## src/rtl/pong_pkg.sv

```systemverilog
// Shared definitions for the pong match sequencer and the game datapath:
// match state encoding, default speed/paddle limits and the helpers that
// turn the difficulty level into ball speed and paddle height.
package pong_pkg;

    typedef enum logic [2:0] {
        ST_IDLE  = 3'd0,
        ST_SERVE = 3'd1,
        ST_RALLY = 3'd2,
        ST_PAUSE = 3'd3,
        ST_OVER  = 3'd4
    } pong_state_t;

    localparam int START_SPEED_DEF = 1;
    localparam int MAX_SPEED_DEF   = 4;
    localparam int PADDLE_MAX_DEF  = 100;
    localparam int PADDLE_MIN_DEF  = 25;
    localparam int PADDLE_STEP_DEF = 9;

    // Ball speed: start speed plus one step every four levels, capped.
    function automatic logic [2:0] calc_speed(input logic [3:0] lvl,
                                              input int start_speed,
                                              input int max_speed);
        logic [4:0] raw_s;
        raw_s = 5'(start_speed) + 5'(lvl[3:2]);
        if (raw_s > 5'(max_speed)) begin
            calc_speed = 3'(max_speed);
        end else begin
            calc_speed = 3'(raw_s);
        end
    endfunction

    // Paddle height: shrinks by a fixed step per level, floored at the
    // minimum. Evaluated 11 bits wide so the subtraction never wraps.
    function automatic logic [8:0] calc_paddle(input logic [3:0] lvl,
                                               input int paddle_max,
                                               input int paddle_min,
                                               input int paddle_step);
        logic [10:0] dec_s;
        logic [10:0] max_s;
        logic [10:0] min_s;
        dec_s = 11'(lvl) * 11'(paddle_step);
        max_s = 11'(paddle_max);
        min_s = 11'(paddle_min);
        if ((dec_s + min_s) >= max_s) begin
            calc_paddle = 9'(min_s);
        end else begin
            calc_paddle = 9'(max_s - dec_s);
        end
    endfunction

endpackage

```

## src/rtl/pong_tick_timer.sv

```systemverilog
// Tick-enabled counter: counts enabled cycles from 0 to LIMIT-1, then wraps
// to 0 and raises wrap for that one enabled cycle. clear has priority.
module pong_tick_timer #(
    parameter int LIMIT = 100,
    parameter int WIDTH = $clog2(LIMIT + 1)
) (
    input  logic clock,
    input  logic reset,
    input  logic clear,
    input  logic enable,
    output logic wrap
);

    localparam logic [WIDTH-1:0] LAST_C = WIDTH'(LIMIT - 1);

    logic [WIDTH-1:0] count_r;
    logic             terminal_s;

    assign terminal_s = (count_r == LAST_C);
    assign wrap       = enable & terminal_s;

    // Counter register: clear, wrap on terminal count, or advance.
    always_ff @(posedge clock) begin
        if (reset) begin
            count_r <= '0;
        end else if (clear) begin
            count_r <= '0;
        end else if (enable) begin
            if (terminal_s) begin
                count_r <= '0;
            end else begin
                count_r <= count_r + WIDTH'(1);
            end
        end else begin
            count_r <= count_r;
        end
    end

endmodule

```

## src/rtl/pong_match_sequencer.sv

```systemverilog
// Match sequencer for pong: walks IDLE/SERVE/RALLY/PAUSE/OVER on game ticks,
// keeps score, chooses serve direction and raises difficulty during rallies.
module pong_match_sequencer
    import pong_pkg::*;
#(
    parameter int WIN_SCORE   = 11,
    parameter int PAUSE_TICKS = 100,
    parameter int LEVEL_TICKS = 1024,
    parameter int MAX_LEVEL   = 8,
    parameter int START_SPEED = START_SPEED_DEF,
    parameter int MAX_SPEED   = MAX_SPEED_DEF,
    parameter int PADDLE_MAX  = PADDLE_MAX_DEF,
    parameter int PADDLE_MIN  = PADDLE_MIN_DEF,
    parameter int PADDLE_STEP = PADDLE_STEP_DEF
) (
    input  logic       clock,
    input  logic       reset,
    input  logic       tick,
    input  logic       launch,
    input  logic       point_p0,
    input  logic       point_p1,
    output logic       run,
    output logic       round_reset,
    output logic       serve_dir,
    output logic [2:0] ball_speed,
    output logic [8:0] paddle_h,
    output logic [3:0] level,
    output logic [6:0] score_p0,
    output logic [6:0] score_p1,
    output logic       winner_valid,
    output logic       winner
);

    localparam logic [6:0] WIN_SCORE_C = 7'(WIN_SCORE);
    localparam logic [3:0] MAX_LEVEL_C = 4'(MAX_LEVEL);

    pong_state_t state_r, state_nx_s;
    logic [6:0]  score_p0_r, score_p0_nx_s, score_p0_inc_s;
    logic [6:0]  score_p1_r, score_p1_nx_s, score_p1_inc_s;
    logic        serve_dir_r, serve_dir_nx_s;
    logic        winner_valid_r, winner_valid_nx_s;
    logic        winner_r, winner_nx_s;
    logic        flag_p0_r, flag_p1_r;
    logic        hit_p0_s, hit_p1_s;
    logic [3:0]  level_r;
    logic [2:0]  ball_speed_r;
    logic [8:0]  paddle_h_r;
    logic        in_rally_s, in_pause_s;
    logic        serve_entry_s;
    logic        pause_wrap_s, level_wrap_s;

    assign in_rally_s = (state_r == ST_RALLY);
    assign in_pause_s = (state_r == ST_PAUSE);

    // A pulse landing on the tick cycle itself still counts for that tick.
    assign hit_p0_s = flag_p0_r | (point_p0 & in_rally_s);
    assign hit_p1_s = flag_p1_r | (point_p1 & in_rally_s);

    assign score_p0_inc_s = (score_p0_r < WIN_SCORE_C) ? (score_p0_r + 7'd1) : score_p0_r;
    assign score_p1_inc_s = (score_p1_r < WIN_SCORE_C) ? (score_p1_r + 7'd1) : score_p1_r;

    assign serve_entry_s = tick & (state_nx_s == ST_SERVE) & (state_r != ST_SERVE);

    pong_tick_timer #(.LIMIT(PAUSE_TICKS)) u_pause_timer (
        .clock  (clock),
        .reset  (reset),
        .clear  (~in_pause_s),
        .enable (tick & in_pause_s),
        .wrap   (pause_wrap_s)
    );

    pong_tick_timer #(.LIMIT(LEVEL_TICKS)) u_level_timer (
        .clock  (clock),
        .reset  (reset),
        .clear  (serve_entry_s),
        .enable (tick & in_rally_s),
        .wrap   (level_wrap_s)
    );

    // Sticky point flags: set only during RALLY, consumed on every tick.
    always_ff @(posedge clock) begin
        if (reset) begin
            flag_p0_r <= 1'b0;
            flag_p1_r <= 1'b0;
        end else if (tick) begin
            flag_p0_r <= 1'b0;
            flag_p1_r <= 1'b0;
        end else if (in_rally_s) begin
            flag_p0_r <= flag_p0_r | point_p0;
            flag_p1_r <= flag_p1_r | point_p1;
        end else begin
            flag_p0_r <= 1'b0;
            flag_p1_r <= 1'b0;
        end
    end

    // Next-state and match bookkeeping, evaluated only on tick cycles.
    always_comb begin
        state_nx_s        = state_r;
        score_p0_nx_s     = score_p0_r;
        score_p1_nx_s     = score_p1_r;
        serve_dir_nx_s    = serve_dir_r;
        winner_valid_nx_s = winner_valid_r;
        winner_nx_s       = winner_r;
        if (tick) begin
            case (state_r)
                ST_IDLE: begin
                    state_nx_s = ST_SERVE;
                end
                ST_SERVE: begin
                    if (launch) begin
                        state_nx_s = ST_RALLY;
                    end else begin
                        state_nx_s = ST_SERVE;
                    end
                end
                ST_RALLY: begin
                    if (hit_p0_s && hit_p1_s) begin
                        state_nx_s = ST_PAUSE;
                    end else if (hit_p0_s) begin
                        score_p0_nx_s  = score_p0_inc_s;
                        serve_dir_nx_s = 1'b1;
                        if (score_p0_inc_s == WIN_SCORE_C) begin
                            state_nx_s        = ST_OVER;
                            winner_valid_nx_s = 1'b1;
                            winner_nx_s       = 1'b0;
                        end else begin
                            state_nx_s = ST_PAUSE;
                        end
                    end else if (hit_p1_s) begin
                        score_p1_nx_s  = score_p1_inc_s;
                        serve_dir_nx_s = 1'b0;
                        if (score_p1_inc_s == WIN_SCORE_C) begin
                            state_nx_s        = ST_OVER;
                            winner_valid_nx_s = 1'b1;
                            winner_nx_s       = 1'b1;
                        end else begin
                            state_nx_s = ST_PAUSE;
                        end
                    end else begin
                        state_nx_s = ST_RALLY;
                    end
                end
                ST_PAUSE: begin
                    if (pause_wrap_s) begin
                        state_nx_s = ST_SERVE;
                    end else begin
                        state_nx_s = ST_PAUSE;
                    end
                end
                ST_OVER: begin
                    if (launch) begin
                        state_nx_s        = ST_SERVE;
                        score_p0_nx_s     = 7'd0;
                        score_p1_nx_s     = 7'd0;
                        winner_valid_nx_s = 1'b0;
                        serve_dir_nx_s    = 1'b0;
                    end else begin
                        state_nx_s = ST_OVER;
                    end
                end
                default: begin
                    state_nx_s = ST_IDLE;
                end
            endcase
        end else begin
            state_nx_s = state_r;
        end
    end

    // Match state registers.
    always_ff @(posedge clock) begin
        if (reset) begin
            state_r        <= ST_IDLE;
            score_p0_r     <= 7'd0;
            score_p1_r     <= 7'd0;
            serve_dir_r    <= 1'b1;
            winner_valid_r <= 1'b0;
            winner_r       <= 1'b0;
        end else begin
            state_r        <= state_nx_s;
            score_p0_r     <= score_p0_nx_s;
            score_p1_r     <= score_p1_nx_s;
            serve_dir_r    <= serve_dir_nx_s;
            winner_valid_r <= winner_valid_nx_s;
            winner_r       <= winner_nx_s;
        end
    end

    // Difficulty level: restarts on each serve, steps up per level period.
    always_ff @(posedge clock) begin
        if (reset) begin
            level_r <= 4'd0;
        end else if (serve_entry_s) begin
            level_r <= 4'd0;
        end else if (level_wrap_s && (level_r < MAX_LEVEL_C)) begin
            level_r <= level_r + 4'd1;
        end else begin
            level_r <= level_r;
        end
    end

    // Speed and paddle height follow the level one clock later.
    always_ff @(posedge clock) begin
        if (reset) begin
            ball_speed_r <= 3'(START_SPEED);
            paddle_h_r   <= 9'(PADDLE_MAX);
        end else begin
            ball_speed_r <= calc_speed(level_r, START_SPEED, MAX_SPEED);
            paddle_h_r   <= calc_paddle(level_r, PADDLE_MAX, PADDLE_MIN, PADDLE_STEP);
        end
    end

    assign run          = in_rally_s;
    assign round_reset  = ~in_rally_s;
    assign serve_dir    = serve_dir_r;
    assign ball_speed   = ball_speed_r;
    assign paddle_h     = paddle_h_r;
    assign level        = level_r;
    assign score_p0     = score_p0_r;
    assign score_p1     = score_p1_r;
    assign winner_valid = winner_valid_r;
    assign winner       = winner_r;

endmodule

```

## config.mk

```make
export PLATFORM = sky130hd
export DESIGN_NAME = pong_match_sequencer
export DESIGN_NICKNAME = d
export VERILOG_FILES = /design/src/rtl/pong_pkg.sv /design/src/rtl/pong_tick_timer.sv /design/src/rtl/pong_match_sequencer.sv
export SDC_FILE = /design/constraint.sdc
export NUM_CORES = 1
export LEC_CHECK = 0
export BUFFER_PORTS_ARGS = -buffer_cell sky130_fd_sc_hd__buf_2
export CAP_MARGIN = 20
export CORE_UTILIZATION = 23
export CTS_CLUSTER_DIAMETER = 50
export CTS_CLUSTER_SIZE = 8
export DETAILED_ROUTE_END_ITERATION = 6
export SETUP_SLACK_MARGIN = 0.5
export SYNTH_ARGS = -nofsm -noshare
export SYNTH_HDL_FRONTEND = slang
export SYNTH_SLANG_ARGS = --single-unit
```

## constraint.sdc

```tcl
create_clock -name clock -period 2.5 [get_ports clock]
set_input_delay 0.25 -clock clock [delete_from_list [all_inputs] [get_ports clock]]
set_output_delay 0.25 -clock clock [all_outputs]
set_load 0.05 [all_outputs]
```

==> results.sh, run 1 <==
export IMPL_outcome="complete, no violations"
export IMPL_synth_flop_cell="dfxtp_1"
export IMPL_worst_pin_slew_ns=0.518
export IMPL_ys_ff_latch=56
export IMPL_grt_max_degree=18
export IMPL_max_slew_margin=0.654
export IMPL_die_x_um=114
export IMPL_setup_tns_ns=0
export IMPL_final_antenna_net_count=0
export IMPL_final_hold_viol_count=0
export IMPL_start_kind="flop"
export IMPL_clkLatencyLatePin_ns=0.30
export IMPL_cp_common_cell="a31oi_4"
export IMPL_cts_buffers=5
export IMPL_cp_slowest_stage_delay_ns=0.37
export IMPL_synth_top_area_frac=0.386
export IMPL_dr_total_vias=2587
export IMPL_clkPwrFrac=0.419
export IMPL_hold_path_class="input pin to flop"
export IMPL_comb_power_share=0.137
export IMPL_maxCapViolCount=0
export IMPL_power_leakage_uw=0.00152
export IMPL_crit_family="simple AND/OR/NAND/NOR gates"
export IMPL_final_cell_area_um2=3930
export IMPL_wl_um=7290
export IMPL_antenna_found_initial=0
export IMPL_critPathKind="flop to flop"
export IMPL_switching_share=0.255
export IMPL_power_switching_uw=527
export IMPL_max_freq_mhz=480
export IMPL_port_buffers=40
export IMPL_internal_power_uw=1540
export IMPL_syn2layout_area_growth_pct=35.4
export IMPL_cts_sinks=56
export IMPL_top_layer="met4"
export IMPL_route_met2_wl_um=3570
export IMPL_rsz0062_at_grt="true"
export IMPL_nets=405
export IMPL_drc_errors=0
export IMPL_clk_pin_slew_ns=0.07
export IMPL_routedWlPerCell_um=13.1
export IMPL_wl_met3_um=355
export IMPL_synth_area_leader_cell="dfxtp_1"
export IMPL_period_share=0.833
export IMPL_dr_pass1_iters=4
export IMPL_seq_area_frac_synth=0.386
export IMPL_avgSynthCellArea_um2=8.69
export IMPL_initial_core_util=0.239
export IMPL_required_ns=2.69
export IMPL_clockRootBuffer="clkbuf_16"
export IMPL_synthCells=334
export IMPL_async_flop_share=0
export IMPL_syn_area_um2=2900
export IMPL_yosysUniqueCellTypes=59
export IMPL_sequentialPowerShare=0.445
export IMPL_cts_hold_fix_buffers=0
export IMPL_grt_overflow_total=0
export IMPL_rows=40
export IMPL_diodes=0
export IMPL_synthTopCellsByArea="dfxtp_1 (39%), ha_1 (4.3%), xor2_1 (4.2%)"
export IMPL_clk_path_buf_depth=2
export IMPL_path_cells="ha_4 -> or3_4 -> a21oi_4 -> a31oi_4 -> nor4_4 -> nand3_2 -> a31oi_4 -> clkbuf_16 -> nor2_2"
export IMPL_setup_violations_final=0
export IMPL_cts_tree="built"
export IMPL_wl_met1_um=3260
export IMPL_die_h_um=114
export IMPL_placed_area_um2=3370
export IMPL_slowest_stage="dfxtp_4"
export IMPL_cp_max_fo=7
export IMPL_drive_gt1_frac=0.359
export IMPL_yosysWarnings=0
export IMPL_syn_nets=350
export IMPL_synth_edf_count=0
export IMPL_skew_ns=0.00532
export IMPL_cp_end_kind="flop"
export IMPL_htreeDepth=2
export IMPL_pin_count=41
export IMPL_track_usage=0.115
export IMPL_dr_first_iter_drc_count=119
export IMPL_coreArea_um2=12200
export IMPL_peakVddDrop_uv=274
export IMPL_viasPerCell=4.64
export IMPL_grt_pass1_wl_um=12000
export IMPL_fin_crit_ns=2.08
export IMPL_place_gp_congestion=0.837
export IMPL_arrival_ns=2.27
export IMPL_grt_pass1_vias=2568
export IMPL_worst_path_buf_inv=1
export IMPL_pwr_density_cell_nw_per_um2=526
export IMPL_dp_hpwl_um=4990
export IMPL_die_area_um2=13100
export IMPL_drv_slew=0
-- layout make-up --
class / instances / area, µm²
sequential: 56 / 1160
timing repair buffer: 60 / 380
clock buffer: 7 / 154
multi-input combinational: 252 / 1930
inverter: 14 / 62.6
fill: 1233 / 8230
clock inverter: 1 / 30.0
tap: 168 / 210
-- cells in the final DEF, fill, tap and decap left out, types with 5 or more instances in the layout --
cell type	netlist	layout
dfxtp_1	56	41
buf_2	2	40
nand2_1	30	30
buf_4	1	18
nor2_1	17	16
a21oi_1	19	15
nand3_1	15	15
xor2_1	14	13
inv_1	11	11
nor2_2	10	11
nor3_1	17	10
and3_1	10	10
and2_1	8	8
dfxtp_2	0	8
a31oi_1	9	7
nor2b_1	8	7
o21ai_0	9	7
clkbuf_16	0	7
dfxtp_4	0	7
nor3_2	1	6
a21o_1	6	6
o21ai_1	3	5
xnor2_1	5	5
-- cell families (layout without fill, tap and decap cells) --
kind of cell / Yosys count / in the layout / share of synthesized area
multiplexers: 4 / 4 / 0.0138
adder cells (fa/ha/maj): 10 / 10 / 0.0431
flip-flops: 56 / 56 / 0.386
XOR/XNOR: 19 / 19 / 0.0574
AO/OA/AOI/OAI: 76 / 76 / 0.179
buffers and inverters: 27 / 82 / 0.0440
AND/OR/NAND/NOR: 142 / 143 / 0.276
-- flip-flops by register name (all words and copies together), names as in the netlist --
name                   flops
ball_speed                 3
flag_p0_r                  1
flag_p1_r                  1
level                      4
paddle_h                   9
score_p0                   7
score_p1                   7
serve_dir                  1
state_r                    3
u_level_timer.count_r     11
u_pause_timer.count_r      7
winner                     1
winner_valid               1
-- power groups by stage --
| stage | Clock, µW | Sequential, µW | Combinational (µW) |
|---|---|---|---|
| 2_1_floorplan | 0 | 937 | 177 |
| 3_3_place_gp | 0 | 938 | 227 |
| 3_5_place_dp | 0 | 939 | 228 |
| 4_1_cts | 889 | 917 | 274 |
| 5_1_grt | 925 | 921 | 301 |
| 6_report | 865 | 918 | 282 |
-- final timing paths --
kind / from / endpoint / slack [ns] / cells past startpoint
worst max-delay path: score_p0[0] / u_level_timer.count_r[1] / 0.42 / 9
worst min-delay path: reset / state_r[2] / 0.34 / 2
worst max register to register: score_p0[0] / u_level_timer.count_r[1] / 0.42 / 9
worst min register to register: winner_valid / winner_valid / 0.46 / 2
-- synthesized netlist by cell type, types with 2 or more instances --
cell type and count:
and3_1 10, a2111oi_0 2, buf_1 2, mux2i_1 4, inv_1 11, or3_1 4, a41oi_1 2, nor3b_2 2
o211ai_1 2, o31ai_1 2, o21ai_0 9, a21oi_1 19, nand3_1 15, xor2_1 14, a211oi_1 3, buf_2 2
nor2_1 17, a21oi_2 3, and4_1 2, a22oi_1 3, a31oi_1 9, nor3_1 17, nand2b_1 2, inv_4 2
and2_1 8, a21o_1 6, dfxtp_1 56, nor2_2 10, a311oi_1 2, nor2b_1 8, nand2_1 30, o211a_1 2
a21boi_1 2, o21ai_1 3, buf_6 2, nand3b_1 3, ha_1 10, xnor2_1 5, nand4_1 4, clkbuf_1 6
-- routing by layer --
metal | GRT usage | vias up
met4 | 0.0442 | 0
met3 | 0.0286 | 9
met5 | 0 | -
li1 | - | 1313
met1 | 0.135 | 1210
met2 | 0.200 | 55
-- through the flow --
| stage | util | total power (µW) | hold WS [ns] | setup WS [ns] | instances |
|---|---|---|---|---|---|
| after global placement | 0.277 | 1160 | 0.426 | 0.310 | 537 |
| after CTS | 0.310 | 2080 | 0.344 | 0.376 | 555 |
| after floorplan | - | 1110 | 0.410 | 0.372 | 334 |
| final | 0.323 | 2060 | 0.344 | 0.418 | 558 |
| after global routing | 0.323 | 2150 | 0.369 | 0.346 | 558 |
| after detailed placement | 0.277 | 1170 | 0.432 | 0.184 | 537 |
-- repair_timing --
action	in CTS	in global routing
resized for setup	26	25
pin swaps	23	13
endpoints found under the setup margin	25	31
setup buffers	8	3
gates cloned	2	0
Power figures use the tool's default switching activity.
==> run 2: changes to the inputs <==
ABC_AREA = 1   (was unset)
clock period = 2.1 ns   (was 2.5 ns; I/O delays follow)
==> run 2 against run 1 <==
Effect of this change:
- register-to-register slack got worse by 0.26 ns
- cell area rose by 18%
- die area is 3.0% higher
- first-iteration DRC count up 24%
- sequential share of layout area shrank 3.7 points
- clock power fell by 6.4%
- hold slack lost 0.14 ns
- routed wire length up 17%
- global-route usage rose by 0.89 points
- critical path depth up 4
- area after synthesis up 3.1%
- flip-flop and latch count did not move
==> results.sh, run 2 <==
export IMPL_peakVddDrop_uv=350
export IMPL_antenna_found_initial=1
export IMPL_ys_ff_latch=56
export IMPL_synth_flop_cell="dfxtp_1"
export IMPL_place_gp_congestion=0.883
export IMPL_largest_reg_flops=11
export IMPL_power_leakage_uw=0.00194
export IMPL_async_flop_share=0
export IMPL_setup_tns_ns=0
export IMPL_final_antenna_net_count=0
export IMPL_cts_hold_fix_buffers=0
export IMPL_grt_pass1_vias=2931
export IMPL_seq_area_frac_synth=0.375
export IMPL_syn_area_um2=2990
export IMPL_clkLatencyLatePin_ns=0.29
export IMPL_nets=560
export IMPL_hold_path_class="input pin to flop"
export IMPL_yosysMostFrequentCell="inv_1"
export IMPL_routedWlPerCell_um=11.9
export IMPL_r2r_cells=13
export IMPL_max_freq_mhz=515
export IMPL_synth_top_area_frac=0.375
export IMPL_pwr_density_cell_nw_per_um2=475
export IMPL_maxCapViolCount=0
export IMPL_skew_ns=0.0106
export IMPL_syn2layout_area_growth_pct=55.2
export IMPL_drive_gt1_frac=0.484
export IMPL_reg2reg_to="level[0]"
export IMPL_final_cell_mix="inv_1 (65), buf_4 (59), nand2_1 (58), nor2_1 (39), buf_2 (39)"
export IMPL_synth_area_leader_cell="dfxtp_1"
export IMPL_max_slew_margin=0.728
export IMPL_clk_pin_slew_ns=0.07
export IMPL_worst_pin_slew_ns=0.404
export IMPL_rows=41
export IMPL_fin_crit_ns=1.94
export IMPL_start_kind="flop"
export IMPL_outcome="complete, no violations"
export IMPL_synth_edf_count=0
export IMPL_synthCells=434
export IMPL_period_share=0.924
export IMPL_diodes=0
export IMPL_final_hold_viol_count=0
export IMPL_final_common_cell="inv_1"
export IMPL_clk_path_buf_depth=2
export IMPL_grt_max_degree=17
export IMPL_dr_pass1_iters=4
export IMPL_dr_first_iter_drc_count=147
export IMPL_reg2reg_from="state_r[2]"
export IMPL_viasPerCell=4.40
export IMPL_yosys_top_cells_count="inv_1 (77), nand2_1 (76), nor2_1 (65)"
export IMPL_cts_buffers=5
export IMPL_clockRootBuffer="clkbuf_16"
export IMPL_synthTopCellsByArea="dfxtp_1 (37%), inv_1 (9.7%), nand2_1 (9.5%)"
export IMPL_initial_core_util=0.236
export IMPL_dp_hpwl_um=5180
export IMPL_wl_um=8530
export IMPL_cts_tree="built"
export IMPL_worstSetupEndpoint="level[0]"
export IMPL_top_register="u_level_timer.count_r"
export IMPL_yosysUniqueCellTypes=39
export IMPL_r2r_setup_slack_ns=0.16
export IMPL_n_fill_cell=1226
export IMPL_arrival_ns=2.17
export IMPL_cp_end_kind="flop"
export IMPL_drv_slew=0
export IMPL_hold_worst_slack_ns=0.201
export IMPL_track_usage=0.124
export IMPL_die_area_um2=13500
export IMPL_syn_nets=450
export IMPL_cp_max_fo=7
export IMPL_die_x_um=116
export IMPL_grt_overflow_total=0
export IMPL_dr_total_vias=3156
export IMPL_cts_sinks=56
export IMPL_die_h_um=116
export IMPL_avgSynthCellArea_um2=6.89
export IMPL_yosysWarnings=0
export IMPL_grt_pass1_wl_um=13100
export IMPL_required_ns=2.33
export IMPL_coreArea_um2=12700
export IMPL_port_buffers=40
export IMPL_crit_start="state_r[2]"
export IMPL_setup_violations_final=0
export IMPL_htreeDepth=2
export IMPL_rsz0062_at_grt="true"
export IMPL_pin_count=41
export IMPL_drc_errors=0
export IMPL_critPathKind="flop to flop"
[run 2: worst min-delay path by stage]
| stage | to | slack, ns | depth (start not counted) | start |
|---|---|---|---|---|
| after floorplan | flag_p1_r | 0.37 | 2 | point_p1 |
| after global placement | score_p1[5] | 0.43 | 2 | score_p1[5] |
| after detailed placement | score_p1[5] | 0.44 | 2 | score_p1[5] |
| after CTS | flag_p1_r | 0.19 | 3 | point_p1 |
| after global routing | flag_p1_r | 0.19 | 3 | point_p1 |
| final | flag_p1_r | 0.20 | 3 | point_p1 |
[run 2: final cells by class]
class | instances | area, µm² | share of cell area
clock inverters | 1 | 5.00 | 0.00108
clock buffers | 7 | 133 | 0.0286
inverters | 81 | 327 | 0.0703
repair buffers | 107 | 739 | 0.159
flip-flops and latches | 56 | 1200 | 0.258
well taps | 172 | 215 | 0.0463
multi-input cells | 293 | 2030 | 0.437
[run 2: what timing repair did]
action	4_1_cts	5_1_grt
pin swaps	32	39
cloned	2	0
gates resized for setup	60	75
setup endpoints to repair	46	48
buffers inserted	51	12
[run 2: cells by family after synthesis]
| family | count (synthesis) | synth area share |
|---|---|---|
| AND/OR/NAND/NOR | 205 | 0.303 |
| buffers and inverters | 86 | 0.114 |
| AO/OA/AOI/OAI | 64 | 0.128 |
| flip-flops | 56 | 0.375 |
| XOR/XNOR | 12 | 0.0351 |
| adder cells (fa/ha/maj) | 10 | 0.0418 |
| multiplexers | 1 | 0.00335 |
[run 2: per-layer routing]
layer | up-vias | part of all wire | track usage
met1 | 1453 | 0.43 | 0.142
li1 | 1599 | - | -
met3 | 19 | 0.049 | 0.0303
met5 | - | 0 | 0
met2 | 85 | 0.50 | 0.221
met4 | 0 | 0.018 | 0.0444
[run 2: through the flow]
step                      std cells  setup slack (ns)   util  area [µm²]  power [µW]
after detailed placement        644             0.148  0.281        3560        1280
after floorplan                 434             0.242      -        3160        1240
final                           717             0.160  0.367        4640        2210
after CTS                       705             0.222  0.338        4280        2190
after global placement          644             0.178  0.281        3560        1280
after global routing            717            0.0155  0.367        4640        2310
[run 2: power by group]
part | switching (µW) | internal, µW | total (µW) | leakage, µW
clock network | 368 | 442 | 810 | 0.0000679
logic | 198 | 131 | 330 | 0.00140
registers | 15.2 | 1050 | 1070 | 0.000468
total | 582 | 1630 | 2210 | 0.00194
[run 2: critical path: stages, from the launching register on]
cell	delay, ns
dfxtp_4	0.37
inv_4	0.07
nand3_4	0.16
buf_6	0.17
buf_4	0.13
nor2_2	0.22
nand2_1	0.08
nand2_1	0.08
inv_1	0.04
nand4_1	0.08
a21oi_2	0.08
nand2_2	0.16
nand2_4	0.13
nor2_2	0.10
